## src/rtl/mem_port_arbiter_if.sv

```systemverilog
// Bus bundle between the fetch stage, the memory stage, the unified memory and mem_port_arbiter.
// slave = arbiter side, master = requesters/memory side.
interface mem_port_arbiter_if #(
    parameter int ADDR_W = 20,
    parameter int DATA_W = 16
);
    // Fetch handshake: if_gnt accepts the address in the same cycle;
    // if_valid/if_rdata return the word one cycle later.
    logic                if_req;
    logic [ADDR_W-1:0]   if_addr;
    logic                if_gnt;
    logic                if_valid;
    logic [DATA_W-1:0]   if_rdata;
    logic                stall_fetch;

    // Memory-stage handshake: ms_req and its fields are held until ms_gnt
    // (final beat issued); ms_done pulses the cycle after ms_gnt.
    logic                ms_req;
    logic                ms_we;
    logic                ms_wide;
    logic [ADDR_W-1:0]   ms_addr;
    logic [2*DATA_W-1:0] ms_wdata;
    logic                ms_gnt;
    logic                ms_done;
    logic [2*DATA_W-1:0] ms_rdata;

    // Single-port memory with synchronous read.
    logic [ADDR_W-1:0]   mem_addr;
    logic                mem_we;
    logic [DATA_W-1:0]   mem_wdata;
    logic [DATA_W-1:0]   mem_rdata;

    modport slave (
        input  if_req, if_addr, ms_req, ms_we, ms_wide, ms_addr, ms_wdata, mem_rdata,
        output if_gnt, if_valid, if_rdata, stall_fetch, ms_gnt, ms_done, ms_rdata,
               mem_addr, mem_we, mem_wdata
    );

    modport master (
        output if_req, if_addr, ms_req, ms_we, ms_wide, ms_addr, ms_wdata, mem_rdata,
        input  if_gnt, if_valid, if_rdata, stall_fetch, ms_gnt, ms_done, ms_rdata,
               mem_addr, mem_we, mem_wdata
    );
endinterface

```

## src/rtl/mem_port_arbiter.sv

```systemverilog
// Shares one memory port between fetch and memory stage; splits wide MS accesses into two beats.
// Optional macro ARB_RR_EN: round-robin IDLE arbitration instead of fixed MS > IF priority.
module mem_port_arbiter #(
    parameter int ADDR_W = 20,
    parameter int DATA_W = 16
) (
    input  logic              clk,
    input  logic              reset,
    mem_port_arbiter_if.slave bus,
    output logic              dbg_state_o
);

    typedef enum logic {S_IDLE, S_MS_HI} state_e;
    typedef enum logic [1:0] {TAG_NONE, TAG_IF, TAG_MS_LO, TAG_MS_HI} tag_e;

    state_e              state_q, state_d;
    tag_e                tag_q, tag_d;
    logic                tag_we_q, tag_wide_q;
    logic [DATA_W-1:0]   lo_q;
    logic [DATA_W-1:0]   if_rdata_q;
    logic [2*DATA_W-1:0] ms_rdata_q;

    logic                pick_ms, pick_if;
    logic                ms_beat0, ms_beat1, if_issue;
    logic                if_valid, ms_done, ms_rd_upd;
    logic [2*DATA_W-1:0] ms_rdata_new;

`ifdef ARB_RR_EN
    logic                last_win_ms_q;
`endif

    always_comb begin
        pick_ms = 1'b0;
        pick_if = 1'b0;
        if (state_q == S_IDLE) begin
`ifdef ARB_RR_EN
            pick_ms = bus.ms_req & (~bus.if_req | ~last_win_ms_q);
`else
            pick_ms = bus.ms_req;
`endif
            pick_if = bus.if_req & ~pick_ms;
        end
    end

    assign ms_beat0 = ~reset & pick_ms;
    assign ms_beat1 = ~reset & (state_q == S_MS_HI);
    assign if_issue = ~reset & pick_if;

    always_comb begin
        state_d = S_IDLE;
        if (ms_beat0 && bus.ms_wide) state_d = S_MS_HI;

        tag_d = TAG_NONE;
        if (ms_beat1)      tag_d = TAG_MS_HI;
        else if (ms_beat0) tag_d = TAG_MS_LO;
        else if (if_issue) tag_d = TAG_IF;
    end

    // Second beat addresses the next word; the adder wraps at the top of memory.
    always_comb begin
        bus.mem_addr = '0;
        if (ms_beat1)      bus.mem_addr = bus.ms_addr + ADDR_W'(1);
        else if (ms_beat0) bus.mem_addr = bus.ms_addr;
        else if (if_issue) bus.mem_addr = bus.if_addr;
    end

    assign bus.mem_we      = (ms_beat0 | ms_beat1) & bus.ms_we;
    assign bus.mem_wdata   = ~bus.mem_we ? '0 :
                             ms_beat1 ? bus.ms_wdata[2*DATA_W-1:DATA_W] : bus.ms_wdata[DATA_W-1:0];
    assign bus.if_gnt      = if_issue;
    assign bus.ms_gnt      = ms_beat1 | (ms_beat0 & ~bus.ms_wide);
    assign bus.stall_fetch = bus.if_req & ~if_issue;

    // Response side is decoded from last cycle's tag, aligned with mem_rdata.
    assign if_valid  = ~reset & (tag_q == TAG_IF);
    assign ms_done   = ~reset & ((tag_q == TAG_MS_HI) | ((tag_q == TAG_MS_LO) & ~tag_wide_q));
    assign ms_rd_upd = ms_done & ~tag_we_q;
    assign ms_rdata_new = (tag_q == TAG_MS_HI) ? {bus.mem_rdata, lo_q}
                                               : {{DATA_W{1'b0}}, bus.mem_rdata};

    assign bus.if_valid = if_valid;
    assign bus.if_rdata = if_valid ? bus.mem_rdata : if_rdata_q;
    assign bus.ms_done  = ms_done;
    assign bus.ms_rdata = ms_rd_upd ? ms_rdata_new : ms_rdata_q;
    assign dbg_state_o  = (state_q == S_MS_HI);

    always_ff @(posedge clk) begin
        if (reset) begin
            state_q    <= S_IDLE;
            tag_q      <= TAG_NONE;
            tag_we_q   <= 1'b0;
            tag_wide_q <= 1'b0;
            lo_q       <= '0;
            if_rdata_q <= '0;
            ms_rdata_q <= '0;
`ifdef ARB_RR_EN
            last_win_ms_q <= 1'b0;
`endif
        end else begin
            state_q <= state_d;
            tag_q   <= tag_d;
            if (ms_beat0) begin
                tag_we_q   <= bus.ms_we;
                tag_wide_q <= bus.ms_wide;
            end
            if ((tag_q == TAG_MS_LO) && tag_wide_q) lo_q <= bus.mem_rdata;
            if (if_valid)  if_rdata_q <= bus.mem_rdata;
            if (ms_rd_upd) ms_rdata_q <= ms_rdata_new;
`ifdef ARB_RR_EN
            if (ms_beat0)      last_win_ms_q <= 1'b1;
            else if (if_issue) last_win_ms_q <= 1'b0;
`endif
        end
    end

endmodule

```

## src/flat_wrapper.sv

```systemverilog
// flat-port wrapper written by rule: the top's interface ports become plain ports
module mem_port_arbiter_flat 
#(
    parameter int ADDR_W = 20,
    parameter int DATA_W = 16
)
  (clk, reset, dbg_state_o, bus_if_req, bus_if_addr, bus_ms_req, bus_ms_we, bus_ms_wide, bus_ms_addr, bus_ms_wdata, bus_mem_rdata, bus_if_gnt, bus_if_valid, bus_if_rdata, bus_stall_fetch, bus_ms_gnt, bus_ms_done, bus_ms_rdata, bus_mem_addr, bus_mem_we, bus_mem_wdata);
  mem_port_arbiter_if #(.ADDR_W(ADDR_W), .DATA_W(DATA_W)) bus_i ();
  input  logic clk;
  input  logic reset;
  output logic dbg_state_o;
  input wire logic [$bits(bus_i.if_req)-1:0] bus_if_req;
  input wire logic [$bits(bus_i.if_addr)-1:0] bus_if_addr;
  input wire logic [$bits(bus_i.ms_req)-1:0] bus_ms_req;
  input wire logic [$bits(bus_i.ms_we)-1:0] bus_ms_we;
  input wire logic [$bits(bus_i.ms_wide)-1:0] bus_ms_wide;
  input wire logic [$bits(bus_i.ms_addr)-1:0] bus_ms_addr;
  input wire logic [$bits(bus_i.ms_wdata)-1:0] bus_ms_wdata;
  input wire logic [$bits(bus_i.mem_rdata)-1:0] bus_mem_rdata;
  output wire logic [$bits(bus_i.if_gnt)-1:0] bus_if_gnt;
  output wire logic [$bits(bus_i.if_valid)-1:0] bus_if_valid;
  output wire logic [$bits(bus_i.if_rdata)-1:0] bus_if_rdata;
  output wire logic [$bits(bus_i.stall_fetch)-1:0] bus_stall_fetch;
  output wire logic [$bits(bus_i.ms_gnt)-1:0] bus_ms_gnt;
  output wire logic [$bits(bus_i.ms_done)-1:0] bus_ms_done;
  output wire logic [$bits(bus_i.ms_rdata)-1:0] bus_ms_rdata;
  output wire logic [$bits(bus_i.mem_addr)-1:0] bus_mem_addr;
  output wire logic [$bits(bus_i.mem_we)-1:0] bus_mem_we;
  output wire logic [$bits(bus_i.mem_wdata)-1:0] bus_mem_wdata;
  assign bus_i.if_req = bus_if_req;
  assign bus_i.if_addr = bus_if_addr;
  assign bus_i.ms_req = bus_ms_req;
  assign bus_i.ms_we = bus_ms_we;
  assign bus_i.ms_wide = bus_ms_wide;
  assign bus_i.ms_addr = bus_ms_addr;
  assign bus_i.ms_wdata = bus_ms_wdata;
  assign bus_i.mem_rdata = bus_mem_rdata;
  assign bus_if_gnt = bus_i.if_gnt;
  assign bus_if_valid = bus_i.if_valid;
  assign bus_if_rdata = bus_i.if_rdata;
  assign bus_stall_fetch = bus_i.stall_fetch;
  assign bus_ms_gnt = bus_i.ms_gnt;
  assign bus_ms_done = bus_i.ms_done;
  assign bus_ms_rdata = bus_i.ms_rdata;
  assign bus_mem_addr = bus_i.mem_addr;
  assign bus_mem_we = bus_i.mem_we;
  assign bus_mem_wdata = bus_i.mem_wdata;
  mem_port_arbiter #(.ADDR_W(ADDR_W), .DATA_W(DATA_W)) u_core (.clk(clk), .reset(reset), .bus(bus_i), .dbg_state_o(dbg_state_o));
endmodule
```

## config.mk

```make
export PLATFORM = sky130hd
export DESIGN_NAME = mem_port_arbiter_flat
export DESIGN_NICKNAME = d
export VERILOG_FILES = /design/src/rtl/mem_port_arbiter_if.sv /design/src/rtl/mem_port_arbiter.sv /design/src/flat_wrapper.sv
export SDC_FILE = /design/constraint.sdc
export NUM_CORES = 1
export LEC_CHECK = 0
export CAP_MARGIN = 20
export CORE_AREA = 2 2 150 108
export DETAILED_ROUTE_END_ITERATION = 6
export DIE_AREA = 0 0 152 110
export PLACE_DENSITY = 0.6
export SYNTH_ARGS = -nofsm -noshare
export SYNTH_HDL_FRONTEND = slang
export SYNTH_SLANG_ARGS = --single-unit
```

## constraint.sdc

```tcl
create_clock -name clk -period 2.65 [get_ports clk]
set_input_delay 0.265 -clock clk [delete_from_list [all_inputs] [get_ports clk]]
set_output_delay 0.265 -clock clk [all_outputs]
set_load 0.02 [all_outputs]
```

**Word level (Yosys, flattened, before mapping)**

Cells that the tools add are included.

- Register bits after elaboration: 69
- Latch bits: 0
- Bits in writable memories: 0
- Bits in read-only memories: 0
- Input port bits: 94
- Output and inout bits: 91
- Word-level logic and storage cells: 47
- Memories kept: 0

- $add $sub $neg: 1
- Multiply operators: 0
- Div/mod/pow operators: 0
- Magnitude comparators: 0
- Equal/unequal tests: 3
- Shift-type cells: 0
- Multiplexer cells: 14
- Bitwise operators: 20
- Reductions and logical operators: 2

Operator list:

| cell | number |
|---|---|
| $mux 32 | 2 |
| $mux 20 | 3 |
| $mux 16 | 3 |
| $add 20x1->20 const B | 1 |
| $and 1x1->1 | 11 |
| $not 1->1 | 6 |
| $eq 2x2->1 const B | 2 |
| $mux 1 | 4 |
| $mux 2 | 2 |
| $or 1x1->1 | 3 |
| $eq 2x1->1 const B | 1 |
| $logic_and 1x1->1 | 2 |

**Depth between registers and ports, before layout**

- Depth in word-level cells: 7
- Mapped depth: 7
- Mapped depth without buffers: 6

**Worst setup path before layout**

Ideal clock, no wire load.

- Path kind: register to output
- Start point: register u_core.tag_wide_q
- End point: output bus_ms_rdata[21]
- Data arrival time: 1685 ps
- Required time: 2385 ps
- Path slack: 700 ps
- Stages on the path, launching flop included: 8
- Buffers on the path: 2
- Cell sequence: dfxtp_1 -> nor2b_2 -> nor3b_1 -> nand2b_1 -> clkbuf_2 -> buf_2 -> nand2_1 -> nand2_1

- Cells in the longest elaborated chain, start to end: 6

RTL lines:

| item | line | RTL |
|---|---|---|
| start: declaration | mem_port_arbiter.sv:18 | `logic tag_we_q, tag_wide_q;` |
| start signal: assignment | mem_port_arbiter.sv:104 | `tag_wide_q <= bus.ms_wide;` |
| $not 1->1 | mem_port_arbiter.sv:76 | `assign ms_done = ~reset & ((tag_q == TAG_MS_HI) \| ((tag_q == TAG_MS_LO) & ~tag_wide_q));` |
| $and 1x1->1 | mem_port_arbiter.sv:76 |  |
| $or 1x1->1 | mem_port_arbiter.sv:76 |  |
| $and 1x1->1 | mem_port_arbiter.sv:76 |  |
| named net bus_ms_done | flat_wrapper.sv:25 | `output wire logic [$bits(bus_i.ms_done)-1:0] bus_ms_done;` |
| $and 1x1->1 | mem_port_arbiter.sv:77 | `assign ms_rd_upd = ms_done & ~tag_we_q;` |
| $mux 32 | mem_port_arbiter.sv:84 | `assign bus.ms_rdata = ms_rd_upd ? ms_rdata_new : ms_rdata_q;` |
| end: declaration | flat_wrapper.sv:26 | `output wire logic [$bits(bus_i.ms_rdata)-1:0] bus_ms_rdata;` |

The timed path passes the listed nets, and every way through them passes these cells.

**Final worst setup path**

- Start point: input bus_ms_addr[0]
- End point: output bus_mem_addr[16]

- Cells in the longest elaborated chain, start to end: 2

RTL lines:

| item | line | RTL |
|---|---|---|
| start: declaration | flat_wrapper.sv:17 | `input wire logic [$bits(bus_i.ms_addr)-1:0] bus_ms_addr;` |
| $add 20x1->20 | mem_port_arbiter.sv:62 | `if (ms_beat1) bus.mem_addr = bus.ms_addr + ADDR_W'(1);` |
| $mux 20 | mem_port_arbiter.sv:62 |  |
| end: declaration | flat_wrapper.sv:27 | `output wire logic [$bits(bus_i.mem_addr)-1:0] bus_mem_addr;` |

Every way passes these cells.

==> impl_metrics.py <==
metrics = {
    "synth": {
        "synth_ff_type": "dfxtp_1",
        "synth_cell_type_count": 44,
        "ys_ff_latch": 69,
        "syn_nets": 612,
        "seq_area_frac_synth": 0.367,
        "synthCells": 517,
        "synth_area_um2": 3760,
        "synth_warnings": 0,
        "ys_async_sr_fraction": 0,
        "avgSynthCellArea_um2": 7.28,
        "synth-edff-count": 0,
    },
    "die": {
        "core_um2": 15300,
        "std_cell_rows": 38,
        "die_x_um": 152,
        "io_pins": 185,
        "initial_core_util": 0.247,
        "dieArea_um2": 16700,
        "fp.dieH_um": 110,
    },
    "power": {
        "switchingPower_w": 0.000783,
        "ir_worst_vdd_uv": 324,
        "p_comb_frac": 0.216,
        "p_clk_frac": 0.428,
        "static-leakage-power_nw": 2.79,
        "p_sw_frac": 0.258,
        "powerDensity_nw_per_um2": 479,
        "pwr-share-seq": 0.356,
        "p_total_w": 0.00304,
        "p_int_w": 0.00225,
    },
    "clocking": {
        "clockBufferDepth": 2,
        "cts_root_buf": "clkbuf_16",
        "worstSkewPairLatency_ns": 0.33,
        "clk_pin_slew_ns": 0.05,
        "clock_sinks": 69,
        "h-tree-depth": 3,
        "holdBufCountCts": 0,
        "cts_tree": "built",
        "cts_buffers": 9,
    },
    "global_routing": {
        "grt.total_usage": 0.167,
        "antenna_found_initial": 0,
        "grt_overflow": 0,
        "grt_max_degree": 65,
        "grt_pass1_vias": 4163,
        "grt_pass1_wl_mm": 22.2,
    },
    "sta": {
        "report.final.slew_viol_count": 0,
        "setup_viol": 0,
        "fin_crit_sh": 0.963,
        "rsz0062_at_grt": "yes",
        "max-slew-margin-rel": 0.559,
        "fmax_mhz": 392,
        "worst_clock_skew_ns": 0.00738,
        "layout_min_cycle_time_ns": 2.55,
        "finalHoldViolCount": 0,
        "worst_pin_slew_ns": 0.661,
    },
    "place": {
        "io_buffers": 184,
        "post_dp_cell_area_um2": 5950,
        "gp_congestion": 0.859,
        "place_hpwl_mm": 10.3,
    },
    "route": {
        "detail_route.vias_per_cell": 4.73,
        "wl_mm": 14.1,
        "drt-pass1-iter-count": 4,
        "drc_errors": 0,
        "final_antenna_net_count": 0,
        "drt_iter0_drc": 376,
        "post_drt_wl_per_cell_um": 15.4,
        "vias": 4315,
    },
    "final_layout": {
        "fin_util": 0.415,
        "fillCellCount": 1500,
        "finish.net_count": 802,
        "antenna_cells": 0,
        "final_cell_area_um2": 6340,
        "drive_gt1_frac": 0.112,
        "syn_to_final_growth_pct": 68.4,
    },
    "setup_path": {
        "crit_slowest_cell": "clkdlybuf4s50_1",
        "worst-path-max-fanout": 5,
        "critical-path-top-delay-family": "buffers and inverters",
        "path_class": "in2out",
        "arrival_ns": 2.29,
        "slowest_delay_ns": 0.53,
        "worst-path-buf-inv": 3,
        "end_kind": "primary output",
        "cp_cell_sequence": "clkdlybuf4s50_1 > ha_1 > nand4_1 > nor3_4 > buf_4 > a31oi_1 > o21ai_0 > o311ai_1 > clkdlybuf4s15_1",
        "start_kind": "input pin",
        "worstPathRequired_ns": 2.38,
    },
    "run_status": {
        "run_status": "complete, no violations",
    },
    "job": {
        "max_cap_violations": 0,
    },
    "min_path": {
        "worst_hold_path_type": "in2reg",
    },
}
-- layout by cell type (no fill, tap or decap), types with 3 or more instances in the layout --
master           count
buf_4               31
a21oi_1             57
o211ai_1             4
inv_1                4
nand4_1              5
nand2b_1             3
a22oi_1              3
and2_1               4
nand3_1             26
a31oi_1             22
dlymetal6s2s_1      18
nor2_1              23
mux2_2              16
and2b_1              8
nor2b_1             26
dlygate4sd2_1        5
o21ai_0             20
o311ai_1             5
buf_12               5
dfxtp_1             68
and3_1               4
nand2_1            152
clkbuf_16            9
clkbuf_2             3
clkdlybuf4s50_1    156
-- sequential cells by signal, indices dropped and copies added (netlist names) --
name,count
u_core.ms_rdata_q,32
u_core.tag_q,2
u_core.tag_we_q,1
u_core.dbg_state_o,1
u_core.lo_q,16
u_core.if_rdata_q,16
u_core.tag_wide_q,1
-- layer usage --
metal | routed length, um | GRT usage
met4 | 172 | 0.0454
met5 | 0 | 0
met3 | 915 | 0.0547
met2 | 6130 | 0.257
met1 | 6870 | 0.226
-- logic make-up after synthesis --
group / after synthesis / synth area share
simple gates: 265 / 0.332
flops: 69 / 0.367
fa+ha+maj: 1 / 0.00333
buf+inv: 45 / 0.0599
compound gates: 119 / 0.185
mux: 17 / 0.0505
xor+xnor: 1 / 0.00233
-- through the flow --
| step | TNS (ns) | instances | setup WS [ns] | hold WS (ns) |
|---|---|---|---|---|
| finish | 0 | 912 | 0.0991 | 0.297 |
| global route | -0.0267 | 912 | -0.0267 | 0.304 |
| CTS | 0 | 910 | 0.0139 | 0.293 |
| detailed placement | -0.988 | 892 | -0.219 | 0.449 |
| global placement | -0.587 | 892 | -0.163 | 0.442 |
| floorplan | 0 | 517 | 0.700 | 0.374 |
-- cell usage after synthesis (all sizes together), types with 2 or more instances --
cell | count | area, um2
nand2 | 152 | 571
dfxtp | 69 | 1380
o21ai | 20 | 100
o211a | 2 | 20.0
a31oi | 22 | 138
o311ai | 5 | 43.8
or2 | 2 | 12.5
a221o | 2 | 20.0
nand3 | 26 | 130
and2 | 4 | 25.0
nor2 | 24 | 90.1
nor3 | 3 | 26.3
clkbuf | 16 | 61.3
a21oi | 57 | 285
nand2b | 3 | 18.8
nor4b | 2 | 38.8
and2b | 8 | 60.1
nand4 | 5 | 31.3
inv | 4 | 15.0
nor3b | 3 | 33.8
buf | 25 | 149
nor2b | 28 | 178
a22oi | 3 | 22.5
mux2 | 16 | 180
and3 | 4 | 25.0
o211ai | 4 | 30.0
-- cell type report --
cell class,count,area (um2),area share
clock buffer,11,243,0.0383
clock inverter,5,83.8,0.0132
inverter,4,15.0,0.00237
multi-input combinational,403,2170,0.342
sequential,69,1380,0.218
tap,200,250,0.0395
timing repair buffer,220,2190,0.346
-- timing repair --
action | in CTS | in global routing
setup endpoints to repair | 9 | 29
pin swaps | 1 | 2
resized for setup | 9 | 29
hold endpoints to repair | 0 | 0
setup buffers | 2 | 2
-- path summary, 6_finish.rpt --
check | from | depth (start not counted) | slack (ns) | to
min reg2reg | u_core.lo_q[2] | 2 | 0.45 | u_core.lo_q[2]
max | bus_ms_addr[0] | 9 | 0.1 | bus_mem_addr[16]
min | reset | 2 | 0.30 | u_core.tag_wide_q
max reg2reg | u_core.tag_wide_q | 6 | 1.06 | u_core.ms_rdata_q[13]
-- power by group through the flow --
| stage | Sequential [W] | Clock (W) | Combinational [W] |
|---|---|---|---|
| 3_3_place_gp | 0.00110 | 0 | 0.000661 |
| 6_report | 0.00108 | 0.00130 | 0.000656 |
| 3_5_place_dp | 0.00110 | 0 | 0.000667 |
| 2_1_floorplan | 0.00110 | 0 | 0.000289 |
| 4_1_cts | 0.00108 | 0.00133 | 0.000664 |
| 5_1_grt | 0.00108 | 0.00139 | 0.000705 |
No activity file was read; power rests on OpenSTA's default activity.
